`src/rtl/pll_sup_pkg.sv`:
```
// Shared types and helpers for the PLL lock supervisor.
package pll_sup_pkg;

    typedef enum logic [2:0] {
        WAIT_LOCK,
        MEASURE,
        HOLD,
        RUN,
        FAULT
    } state_e;

    // Inclusive tolerance band around the expected count; the lower bound floors at zero.
    function automatic logic in_tol(input int unsigned cnt,
                                    input int unsigned exp_cnt,
                                    input int unsigned tol);
        int unsigned lo;
        lo = (exp_cnt > tol) ? (exp_cnt - tol) : 32'd0;
        return (cnt >= lo) && (cnt <= (exp_cnt + tol));
    endfunction

endpackage

```
`src/rtl/pll_lock_supervisor_sync_2ff.sv`:
```
// Two-flop synchroniser for asynchronous level inputs, synchronous active-low clear.
module sync_2ff #(
    parameter int unsigned WIDTH = 1
) (
    input  logic             clk,
    input  logic             rst_n,
    input  logic [WIDTH-1:0] d,
    output logic [WIDTH-1:0] q
);

    logic [WIDTH-1:0] meta;

    always_ff @(posedge clk) begin
        if (!rst_n) begin
            meta <= '0;
            q    <= '0;
        end else begin
            meta <= d;
            q    <= meta;
        end
    end

endmodule

```
`src/rtl/pll_lock_supervisor.sv`:
```
// Qualifies a PLL by lock and measured frequency before releasing a downstream reset.
module pll_lock_supervisor
    import pll_sup_pkg::*;
#(
    parameter int unsigned WINDOW       = 1024,
    parameter int unsigned EXP_CNT      = 200,
    parameter int unsigned TOL          = 4,
    parameter int unsigned GOOD_WINDOWS = 2,
    parameter int unsigned RST_HOLD     = 16,
    parameter int unsigned MAX_RETRY    = 3,
    parameter int unsigned CNT_W        = 16
) (
    input  logic             clock_in,
    input  logic             rst_n_in,
    input  logic             pll_lock_in,
    input  logic             meas_tgl_in,
    input  logic             clear_fault_in,
    output logic             rst_n_out,
    output logic             freq_ok_out,
    output logic             fault_out,
    output logic [CNT_W-1:0] last_cnt_out,
    output logic [1:0]       retry_cnt_out
);

    localparam int unsigned WIN_W  = $clog2(WINDOW);
    localparam int unsigned HOLD_W = $clog2(RST_HOLD + 1);
    localparam int unsigned GOOD_W = $clog2(GOOD_WINDOWS + 1);

    state_e            state, state_next;
    logic [GOOD_W-1:0] good, good_next;
    logic [HOLD_W-1:0] hold, hold_next;
    logic [1:0]        retry_next, retry_inc;
    logic              freq_ok_next;

    logic [1:0]       sync_q;
    logic             lock_s, tgl_s, tgl_d, tgl_edge;
    logic [WIN_W-1:0] win_cnt;
    logic [CNT_W-1:0] edge_cnt, cnt_total;
    logic             measuring, win_end, win_in_tol;

    sync_2ff #(.WIDTH(2)) u_sync (
        .clk   (clock_in),
        .rst_n (rst_n_in),
        .d     ({meas_tgl_in, pll_lock_in}),
        .q     (sync_q)
    );

    assign lock_s   = sync_q[0];
    assign tgl_s    = sync_q[1];
    assign tgl_edge = tgl_s ^ tgl_d;

    always_ff @(posedge clock_in) begin
        if (!rst_n_in) tgl_d <= 1'b0;
        else           tgl_d <= tgl_s;
    end

    // A lost lock suppresses the window so lock loss wins over a coincident window end.
    assign measuring  = ((state == MEASURE) || (state == HOLD) || (state == RUN)) && lock_s;
    assign cnt_total  = (tgl_edge && (edge_cnt != '1)) ? edge_cnt + CNT_W'(1) : edge_cnt;
    assign win_end    = measuring && (win_cnt == WIN_W'(WINDOW - 1));
    assign win_in_tol = in_tol(32'(cnt_total), EXP_CNT, TOL);
    assign retry_inc  = (retry_cnt_out < 2'(MAX_RETRY)) ? retry_cnt_out + 2'd1 : retry_cnt_out;

    // Window and transition counters
    always_ff @(posedge clock_in) begin
        if (!rst_n_in) begin
            win_cnt      <= '0;
            edge_cnt     <= '0;
            last_cnt_out <= '0;
        end else if (!measuring) begin
            win_cnt  <= '0;
            edge_cnt <= '0;
        end else if (win_end) begin
            win_cnt      <= '0;
            edge_cnt     <= '0;
            last_cnt_out <= cnt_total;
        end else begin
            win_cnt  <= win_cnt + WIN_W'(1);
            edge_cnt <= cnt_total;
        end
    end

    always_ff @(posedge clock_in) begin
        if (!rst_n_in) begin
            state         <= WAIT_LOCK;
            good          <= '0;
            hold          <= '0;
            retry_cnt_out <= '0;
            freq_ok_out   <= 1'b0;
            rst_n_out     <= 1'b0;
            fault_out     <= 1'b0;
        end else begin
            state         <= state_next;
            good          <= good_next;
            hold          <= hold_next;
            retry_cnt_out <= retry_next;
            freq_ok_out   <= freq_ok_next;
            rst_n_out     <= (state == RUN) && (state_next == RUN);
            fault_out     <= (state_next == FAULT);
        end
    end

    always_comb begin
        state_next   = state;
        good_next    = good;
        hold_next    = hold;
        retry_next   = retry_cnt_out;
        freq_ok_next = freq_ok_out;

        if ((state != FAULT) && !lock_s) begin
            state_next   = WAIT_LOCK;
            good_next    = '0;
            freq_ok_next = 1'b0;
        end else begin
            case (state)
                WAIT_LOCK: begin
                    freq_ok_next = 1'b0;
                    state_next   = MEASURE;
                    good_next    = '0;
                end
                MEASURE: begin
                    if (win_end) begin
                        freq_ok_next = win_in_tol;
                        if (win_in_tol) begin
                            good_next = good + GOOD_W'(1);
                            if (good_next == GOOD_W'(GOOD_WINDOWS)) begin
                                state_next = HOLD;
                                hold_next  = '0;
                            end
                        end else begin
                            good_next  = '0;
                            retry_next = retry_inc;
                            if (retry_inc == 2'(MAX_RETRY)) state_next = FAULT;
                        end
                    end
                end
                HOLD: begin
                    if (win_end) freq_ok_next = win_in_tol;
                    if (hold == HOLD_W'(RST_HOLD - 1)) state_next = RUN;
                    else                               hold_next  = hold + HOLD_W'(1);
                end
                RUN: begin
                    if (win_end) begin
                        freq_ok_next = win_in_tol;
                        if (!win_in_tol) begin
                            state_next   = WAIT_LOCK;
                            good_next    = '0;
                            retry_next   = retry_inc;
                            freq_ok_next = 1'b0;
                        end
                    end
                end
                FAULT: begin
                    if (clear_fault_in) begin
                        state_next   = WAIT_LOCK;
                        retry_next   = '0;
                        freq_ok_next = 1'b0;
                    end
                end
                default: state_next = WAIT_LOCK;
            endcase
        end
    end

endmodule

```
`config.mk`:
```
export PLATFORM = sky130hd
export DESIGN_NAME = pll_lock_supervisor
export DESIGN_NICKNAME = d
export VERILOG_FILES = /design/src/rtl/pll_sup_pkg.sv /design/src/rtl/pll_lock_supervisor_sync_2ff.sv /design/src/rtl/pll_lock_supervisor.sv
export SDC_FILE = /design/constraint.sdc
export NUM_CORES = 1
export LEC_CHECK = 0
export ABC_AREA = 1
export CORE_MARGIN = 1
export CORE_UTILIZATION = 52
export DETAILED_ROUTE_END_ITERATION = 10
export GPL_TIMING_DRIVEN = 0
export PLACE_DENSITY = 0.75
export REMOVE_ABC_BUFFERS = 1
export SLEW_MARGIN = 20
export SYNTH_ARGS = -nofsm -noshare
export SYNTH_HDL_FRONTEND = slang
export SYNTH_SLANG_ARGS = --single-unit
```
`constraint.sdc`:
```
create_clock -name clock_in -period 2.45 [get_ports clock_in]
set_clock_uncertainty 0.1 [all_clocks]
set_input_delay 0.6125 -clock clock_in [delete_from_list [all_inputs] [get_ports clock_in]]
set_output_delay 0.6125 -clock clock_in [all_outputs]
set_load 0.005 [all_outputs]
```
==> impl_metrics.yaml, run 1 <==
power_and_ir_drop:
  power.share.clock: 0.423
  internal-power_mw: 1.41
  power.leakage_nw: 1.59
  power_density_nw_per_um2: 468
  p_comb_frac: 0.047
  switchingPower_uw: 501
  irDropWorstVdd_uv: 370
  p_sw_frac: 0.262
  finalPower_mw: 1.91
  pwr-share-seq: 0.530
final_layout:
  drive_gt1_frac: 0.195
  fin_util: 0.682
  final_common_cell: "nand2_1"
  final_nets: 559
  final_cell_area_sq_um: 4090
  final_cell_mix: "nand2_1 (123), nor2_1 (79), inv_1 (61)"
  antenna_cells: 0
  area_growth_pct: 25.1
placed_design:
  portBuffers: 25
  dpl_cell_area_sq_um: 3570
  hpwl_um: 5380
  globalplace.congestion: 0.913
timing:
  final-max-slew-violation-count: 0
  final.setup.tns_ns: 0
  relSlewSlack: 0.666
  finalCriticalPeriod_ns: 2.41
  timing.hold.ws_ns: 0.316
  rsz0062_at_grt: "true"
  finalCritPeriodShare: 0.983
  fmax_mhz: 415
  setup_viol: 0
  worstMarginPinSlew_ns: 0.497
  hold_viol: 0
setup_path:
  path_common_cell: "nor2_4"
  crit_buf_inv: 2
  worst-setup-path-type: "reg -> reg"
  cp_cell_sequence: "ha_4 -> inv_2 -> nor2_4 -> nand2_4 -> nor2_4 -> nor2_4 -> nand2_1 -> nand2_1 -> inv_2 -> nand3_2 -> nor2_4 -> nand2_2 -> nand2_4 -> nand2_4 -> o21ai_2 -> nor2_1"
  cp_data_arrival_time_ns: 2.55
  cp-start-kind: "flop"
  path_max_fanout: 6
  critPathCaptureType: "flop"
  worst_ep_required_time_ns: 2.59
  critPathTopFamily: "simple AND/OR/NAND/NOR gates"
  crit_path_max_incr_delay_ns: 0.38
  cp_slowest_cell: "dfxtp_4"
routing:
  wire_per_inst_um: 12.8
  routed_wl_um: 8060
  dr.pass1.iters: 5
  post_drt_via_cell_ratio: 5.31
  drcViolationCount: 0
  drt_iter0_markers: 256
  num_vias: 3337
  ant_nets: 0
global_route:
  grtUsageTotal: 0.252
  grt_max_degree: 27
  grt_overflow: 0
  grt_pass1_vias: 2907
  antenna_found_initial: 0
  grt_pass1_wl_um: 12600
synthesis:
  synth_area_sq_um: 3270
  synth_seq_cells: 62
  synth_cell_types: 33
  ys_seq_area_frac: 0.380
  synthCells: 504
  syn_avg_cell_area_sq_um: 6.48
  yosysWarnings: 0
min_path:
  hold_class: "reg -> reg"
run_status:
  status: "completed"
clock_network:
  cts_root_buffer: "clkbuf_8"
  clk_latency_ns: 0.35
  cts_buffers: 9
  cts_buffer_depth: 2
  cts.sinks: 62
  tritoncts: "done"
  htreeDepth: 3
  clk_pin_slew_ns: 0.08
floorplanning:
  core_area_sq_um: 5990
  rows: 28
  die_area_sq_um: 6600
  ios: 26
  die_width_um: 81.2
  start_util: 0.545
  die_h_um: 81.2
job:
  maxCapViolCount: 0
path summary, 6_finish.rpt:
check,from,endpoint,slack [ns],depth (start not counted)
min,u_sync.meta[0],u_sync.q[0],0.32,2
min reg2reg,u_sync.meta[0],u_sync.q[0],0.32,2
max,edge_cnt[1],hold[4],0.04,16
max reg2reg,edge_cnt[1],hold[4],0.04,16
worst register-to-register path, stage by stage (launching register included):
cell	delay [ns]
dfxtp_4	0.38
ha_4	0.17
inv_2	0.05
nor2_4	0.12
nand2_4	0.09
nor2_4	0.20
nor2_4	0.10
nand2_1	0.09
nand2_1	0.09
inv_2	0.10
nand3_2	0.13
nor2_4	0.20
nand2_2	0.10
nand2_4	0.11
nand2_4	0.08
o21ai_2	0.14
nor2_1	0.05
synth_stat cells:
master	count	area, sq um
nand3_1	32	160
o21ai_0	26	130
dfxtp_1	62	1240
o21a_1	2	15.0
nor2_1	91	342
nor3b_1	2	15.0
a21oi_1	16	80.1
a211oi_1	1	7.51
and3_1	1	6.26
buf_6	1	11.3
o21ai_1	1	5.00
xor2_1	8	70.1
inv_1	65	244
or2_2	1	6.26
ha_1	5	62.6
nand3_2	1	10.0
clkinv_1	1	3.75
o21ai_2	1	8.76
nand4_1	14	87.6
nor4_1	1	6.26
nand4_2	1	12.5
inv_2	1	3.75
nand2_4	2	22.5
nor3_1	4	20.0
xnor2_1	1	8.76
o2111ai_1	1	8.76
nor2_2	6	37.5
and2_1	1	6.26
clkbuf_1	5	18.8
nand2_1	136	510
nand2_2	10	62.6
nor2_4	3	33.8
buf_4	1	7.51
registers in the layout (all words and copies together) (netlist names):
signal	flops
edge_cnt	16
fault_out	1
freq_ok_out	1
good	2
hold	5
last_cnt_out	16
retry_cnt_out	2
rst_n_out	1
state	3
tgl_d	1
u_sync.meta	2
u_sync.q	2
win_cnt	10
kinds of logic after synthesis:
family,share of synthesized area
AOI/OAI and AO/OA,0.0782
and+or+nand+nor,0.410
buffers and inverters,0.0885
xor gates and xnor gates,0.0241
DFF,0.380
adders and majority gates,0.0192
power groups by stage:
stage	Combinational (mW)	Clock, mW	Sequential (mW)
final	0.0909	0.808	1.01
after global routing	0.0995	0.867	1.01
after CTS	0.0778	0.818	1.01
after detailed placement	0.0659	0	1.04
after global placement	0.0646	0	1.04
after floorplan	0.0422	0	1.04
cell type report:
| type | instances | area [sq um] |
|---|---|---|
| clock inverter | 7 | 50.0 |
| multi-input combinational | 369 | 1930 |
| clock buffer | 9 | 124 |
| sequential | 62 | 1260 |
| inverter | 67 | 253 |
| tap | 75 | 93.8 |
| timing repair buffer | 40 | 375 |
| fill | 520 | 1910 |
metrics by stage:
step	setup slack, ns	cells
after floorplan	0.0456	497
after global placement	-1.65	597
after detailed placement	-1.20	597
after CTS	0.00676	618
after global routing	-0.0736	629
final	0.0422	629
metal layers:
metal  part of all wire  track usage  routed length, um
met4              0.023        0.132                182
met1               0.43        0.310               3470
met3              0.057       0.0596                457
met2               0.49        0.406               3950
met5                  0            0                  0
what timing repair did:
item                       4_1_cts  5_1_grt
gates cloned                     1        0
buffers inserted                 4       11
pin swaps                        8       18
hold buffers                     0        0
resized for setup               26       39
setup endpoints to repair       57       32
Power figures use the tool's default switching activity.
==> run 2, diff against run 1 <==
Settings changed: CTS_BUF_LIST set to sky130_fd_sc_hd__clkbuf_16.
==> run 2 against run 1 <==
Net effect: fmax up 1.2%; setup slack gained 0.028 ns; non-clock buffer count fell by 2; register-to-register slack improved by 0.03 ns; sequential share of layout area fell by 0.69 points; largest power group is now the clock network; cell count is 0.32% lower.
==> impl_metrics.yaml, run 2 (synthesized netlist as in run 1, its figures left out) <==
placed_design:
  hpwl_um: 5380
  globalplace.congestion: 0.913
  dpl_cell_area_sq_um: 3570
  portBuffers: 25
power_and_ir_drop:
  irDropWorstVdd_uv: 472
  switchingPower_uw: 537
  power_density_nw_per_um2: 542
  finalPower_mw: 2.27
  p_comb_frac: 0.039
  pwr-share-seq: 0.448
  p_sw_frac: 0.237
  internal-power_mw: 1.73
  power.share.clock: 0.512
  power.leakage_nw: 1.62
setup_path:
  reg2reg_depth: 16
  cp_data_arrival_time_ns: 2.50
  path_common_cell: "nor2_4"
  r2r_setup_slack_ns: 0.07
  crit_path_start: "edge_cnt[1]"
  worst_ep_required_time_ns: 2.57
  critPathCaptureType: "flop"
  cp-start-kind: "flop"
  r2r_end: "hold[4]"
  critical_path.endpoint: "hold[4]"
  cp_slowest_cell: "dfxtp_4"
  worst-setup-path-type: "reg -> reg"
  r2r-start: "edge_cnt[1]"
  cp_cell_sequence: "ha_4 -> inv_2 -> nor2_4 -> nand2_4 -> nor2_4 -> nor2_4 -> nand2_2 -> nand2_2 -> nor2_2 -> nand3_2 -> nor2_4 -> nand2_2 -> nand2_4 -> nand2_4 -> o21ai_2 -> nor2_1"
  crit_path_max_incr_delay_ns: 0.38
  path_max_fanout: 6
clock_network:
  clk_latency_ns: 0.33
  cts_root_buffer: "clkbuf_16"
  htreeDepth: 3
  tritoncts: "done"
  clk_pin_slew_ns: 0.06
  cts_buffer_depth: 2
  cts.sinks: 62
  cts_buffers: 9
  hold_buffers: 0
final_layout:
  final_cell_mix: "nand2_1 (121), nor2_1 (79), inv_1 (60)"
  fin_util: 0.698
  drive_gt1_frac: 0.199
  final_nets: 557
  largestRegisters: "edge_cnt: 16 flops, last_cnt_out: 16 flops, win_cnt: 10 flops"
  final_cell_area_sq_um: 4180
  final_common_cell: "nand2_1"
  area_growth_pct: 28.0
  antenna_cells: 0
  nFillCells: 494
global_route:
  grt_pass1_vias: 2943
  antenna_found_initial: 0
  grtUsageTotal: 0.257
  grt_max_degree: 27
  grt_pass1_wl_um: 12900
  grt_overflow: 0
timing:
  rsz0062_at_grt: "true"
  final.setup.tns_ns: 0
  worstMarginPinSlew_ns: 0.432
  relSlewSlack: 0.710
  setup_viol: 0
  finalCritPeriodShare: 0.972
  finalCriticalPeriod_ns: 2.38
  final-max-slew-violation-count: 0
  fmax_mhz: 420
  hold_viol: 0
routing:
  ant_nets: 0
  drt_iter0_markers: 272
  dr.pass1.iters: 5
  post_drt_via_cell_ratio: 5.37
  routed_wl_um: 8030
  wire_per_inst_um: 12.8
  num_vias: 3365
  drcViolationCount: 0
floorplanning:
  start_util: 0.545
  die_h_um: 81.2
  core_area_sq_um: 5990
  die_width_um: 81.2
  rows: 28
  ios: 26
  die_area_sq_um: 6600
min_path:
  hold_class: "reg -> reg"
run_status:
  status: "completed"
job:
  maxCapViolCount: 0
[run 2: cell types whose count changed in the layout (fill, tap and decap cells not counted), sizes merged]
cell  change
buf       -2
[run 2: routing by layer]
metal,global-route usage,up-vias,part of all wire
met5,0,-,0
met4,0.136,0,0.034
met3,0.0596,29,0.049
met2,0.416,104,0.48
met1,0.315,1553,0.44
li1,-,1679,-
[run 2: how the worst min path moves through the flow]
| stage | from | endpoint | slack (ns) | depth (start not counted) |
|---|---|---|---|---|
| 2_1_floorplan | u_sync.meta[0] | u_sync.q[0] | 0.29 | 2 |
| 3_3_place_gp | u_sync.meta[1] | u_sync.q[1] | 0.30 | 2 |
| 3_5_place_dp | u_sync.meta[0] | u_sync.q[0] | 0.30 | 2 |
| 4_1_cts | u_sync.meta[0] | u_sync.q[0] | 0.31 | 2 |
| 5_1_grt | u_sync.meta[0] | u_sync.q[0] | 0.33 | 2 |
| 6_report | u_sync.meta[0] | u_sync.q[0] | 0.31 | 2 |
[run 2: repair_timing]
| item | 4_1_cts | 5_1_grt |
|---|---|---|
| buffers inserted | 4 | 9 |
| pin swaps | 8 | 20 |
| gates cloned | 1 | 0 |
| setup endpoints to repair | 56 | 34 |
| gates resized for setup | 24 | 47 |
[run 2: through the flow]
stage,std cells,hold WS [ns],worst slack (ns)
floorplan,497,0.290,0.0456
global placement,597,0.296,-1.65
detailed placement,597,0.301,-1.20
CTS,618,0.314,0.00912
global route,627,0.334,-0.0384
finish,627,0.310,0.0698
[run 2: cell type report]
cell class              instances  area (sq um)  area share
multi-input cells             369          1950       0.466
flip-flops and latches         62          1260       0.302
repair buffers                 38           348      0.0832
inverters                      67           253      0.0605
clock buffers                   9           225      0.0539
well taps                      75          93.8      0.0225
clock inverters                 7          50.0      0.0120
[run 2: worst max-delay path, delay by kind of cell (launching register included)]
kind                     cells  cell delay (ns)
AND/OR/NAND/NOR             13             1.42
flip-flops                   1             0.38
adder cells (fa/ha/maj)      1             0.17
AO/OA/AOI/OAI                1             0.14
buffers and inverters        1             0.05
[run 2: power groups by stage]
| stage | clock [mW] | combinational, mW | sequential [mW] |
|---|---|---|---|
| 6_report | 1.16 | 0.0889 | 1.02 |
| 3_5_place_dp | 0 | 0.0659 | 1.04 |
| 4_1_cts | 1.18 | 0.0778 | 1.02 |
| 5_1_grt | 1.23 | 0.0976 | 1.02 |
| 3_3_place_gp | 0 | 0.0646 | 1.04 |
| 2_1_floorplan | 0 | 0.0422 | 1.04 |
==> run 3, diff against run 2 <==
Settings changed: CORE_UTILIZATION 52 to 50, PLACE_DENSITY 0.75 to 0.73, SLEW_MARGIN 20 to unset.
==> run 3 against run 2 <==
Net effect: count of clock-buffer cells in the layout stayed put; die area up 3.9%; utilization down 3.0 points; final area rose by 0.81%; first-iteration DRC count shrank 30%; sequential share of layout area is 0.27 points lower; register-to-register slack about the same; cell count rose by 0.32%; clock power increased by 15%; sequential power barely moved; critical path type unchanged.
==> impl_metrics.yaml, run 3 (synthesized netlist as in run 1, its figures left out) <==
global_route:
  grt_pass1_vias: 2903
  grtUsageTotal: 0.231
  grt_max_degree: 27
  antenna_found_initial: 0
  grt_overflow: 0
  grt_pass1_wl_um: 12800
timing:
  finalCritPeriodShare: 0.968
  setup_viol: 0
  hold_viol: 0
  fmax_mhz: 422
  relSlewSlack: 0.645
  timing.hold.ws_ns: 0.311
  setup_slack_ns: 0.0792
  worstMarginPinSlew_ns: 0.530
  finalCriticalPeriod_ns: 2.37
  final-max-slew-violation-count: 0
  rsz0062_at_grt: "true"
routing:
  ant_nets: 0
  dr.pass1.iters: 5
  num_vias: 3306
  routed_wl_um: 8120
  post_drt_via_cell_ratio: 5.26
  drt_iter0_markers: 191
  drcViolationCount: 0
  wire_per_inst_um: 12.9
floorplanning:
  die_h_um: 82.8
  start_util: 0.517
  die_area_sq_um: 6860
  die_width_um: 82.8
  rows: 29
  ios: 26
  core_area_sq_um: 6310
clock_network:
  clk_pin_slew_ns: 0.05
  cts_root_buffer: "clkbuf_16"
  tritoncts: "done"
  cts_buffer_depth: 2
  hold_buffers: 0
  cts.sinks: 62
  clk_latency_ns: 0.33
  cts_buffers: 9
  htreeDepth: 3
final_layout:
  final_nets: 557
  multi_input_area_sq_um: 1930
  area_growth_pct: 29.0
  largestRegisters: "edge_cnt: 16 flops, last_cnt_out: 16 flops, win_cnt: 10 flops"
  final_common_cell: "nand2_1"
  regArea_sq_um: 1260
  final_cell_mix: "nand2_1 (125), nor2_1 (79), inv_1 (63)"
  antenna_cells: 0
  drive_gt1_frac: 0.185
  nFillCells: 553
min_path:
  hold_class: "reg -> reg"
power_and_ir_drop:
  power.leakage_nw: 1.63
  irDropWorstVdd_uv: 466
  finalPower_mw: 2.43
  power_density_nw_per_um2: 577
placed_design:
  portBuffers: 25
  hpwl_um: 5430
  post-place-ws_ns: -1.59
  globalplace.congestion: 0.926
setup_path:
  worst-setup-path-type: "reg -> reg"
  path_max_fanout: 6
  worst_ep_required_time_ns: 2.57
  cp-start-kind: "flop"
  cp_data_arrival_time_ns: 2.49
  critPathCaptureType: "flop"
run_status:
  status: "completed"
job:
  maxCapViolCount: 0
-- run 3: report_power, final --
group | total, mW | internal [mW] | leakage, nW | switching [mW]
clock network | 1.33 | 0.881 | 0.147 | 0.444
registers | 1.02 | 1.01 | 0.507 | 0.00445
logic | 0.0886 | 0.0340 | 0.978 | 0.0545
total | 2.43 | 1.93 | 1.63 | 0.503
-- run 3: path summary, 6_finish.rpt --
check / depth (start not counted) / slack (ns) / end / start
worst max-delay path: 15 / 0.08 / hold[4] / edge_cnt[5]
worst max register to register: 15 / 0.08 / hold[4] / edge_cnt[5]
worst min register to register: 2 / 0.31 / u_sync.q[0] / u_sync.meta[0]
worst min-delay path: 2 / 0.31 / u_sync.q[0] / u_sync.meta[0]
-- run 3: metrics by stage --
step	cells	util	area (sq um)	TNS (ns)
after global routing	629	0.667	4210	-0.209
after CTS	617	0.631	3990	0
after global placement	599	0.566	3570	-52.03
after detailed placement	599	0.566	3570	-51.38
final	629	0.667	4210	0
after floorplan	497	-	3230	0
-- run 3: critical path, cell delays in order (launching register included) --
cell and delay, ns:
dfxtp_1 0.37, nand2_1 0.17, nor2_4 0.17, nand2_4 0.09
nor2_4 0.19, nor2_4 0.09, nand2_1 0.10, nand2_2 0.09
nor2_2 0.11, nand3_2 0.13, nor2_4 0.18, nand2_2 0.10
nand2_4 0.11, nand2_4 0.07, o21ai_1 0.13, nor2_1 0.05
-- run 3: timing repair --
item                                    4_1_cts  5_1_grt
setup buffers                                 2       11
cloned                                        0        1
endpoints found under the setup margin       57       31
pin swaps                                     2       12
resized for setup                            20       44
-- run 3: cell type report --
type	count	area share
Clock buffer	9	0.0535
Clock inverter	7	0.0214
Inverter	67	0.0606
Multi-Input combinational cell	369	0.457
Sequential cell	62	0.299
Tap cell	77	0.0229
Timing Repair Buffer	38	0.0855
-- run 3: routing by layer --
metal / vias to the layer above / GRT usage / share of wire
li1: 1670 / - / -
met1: 1536 / 0.296 / 0.44
met2: 80 / 0.378 / 0.50
met3: 20 / 0.0457 / 0.040
met4: 0 / 0.0987 / 0.022
met5: - / 0 / 0
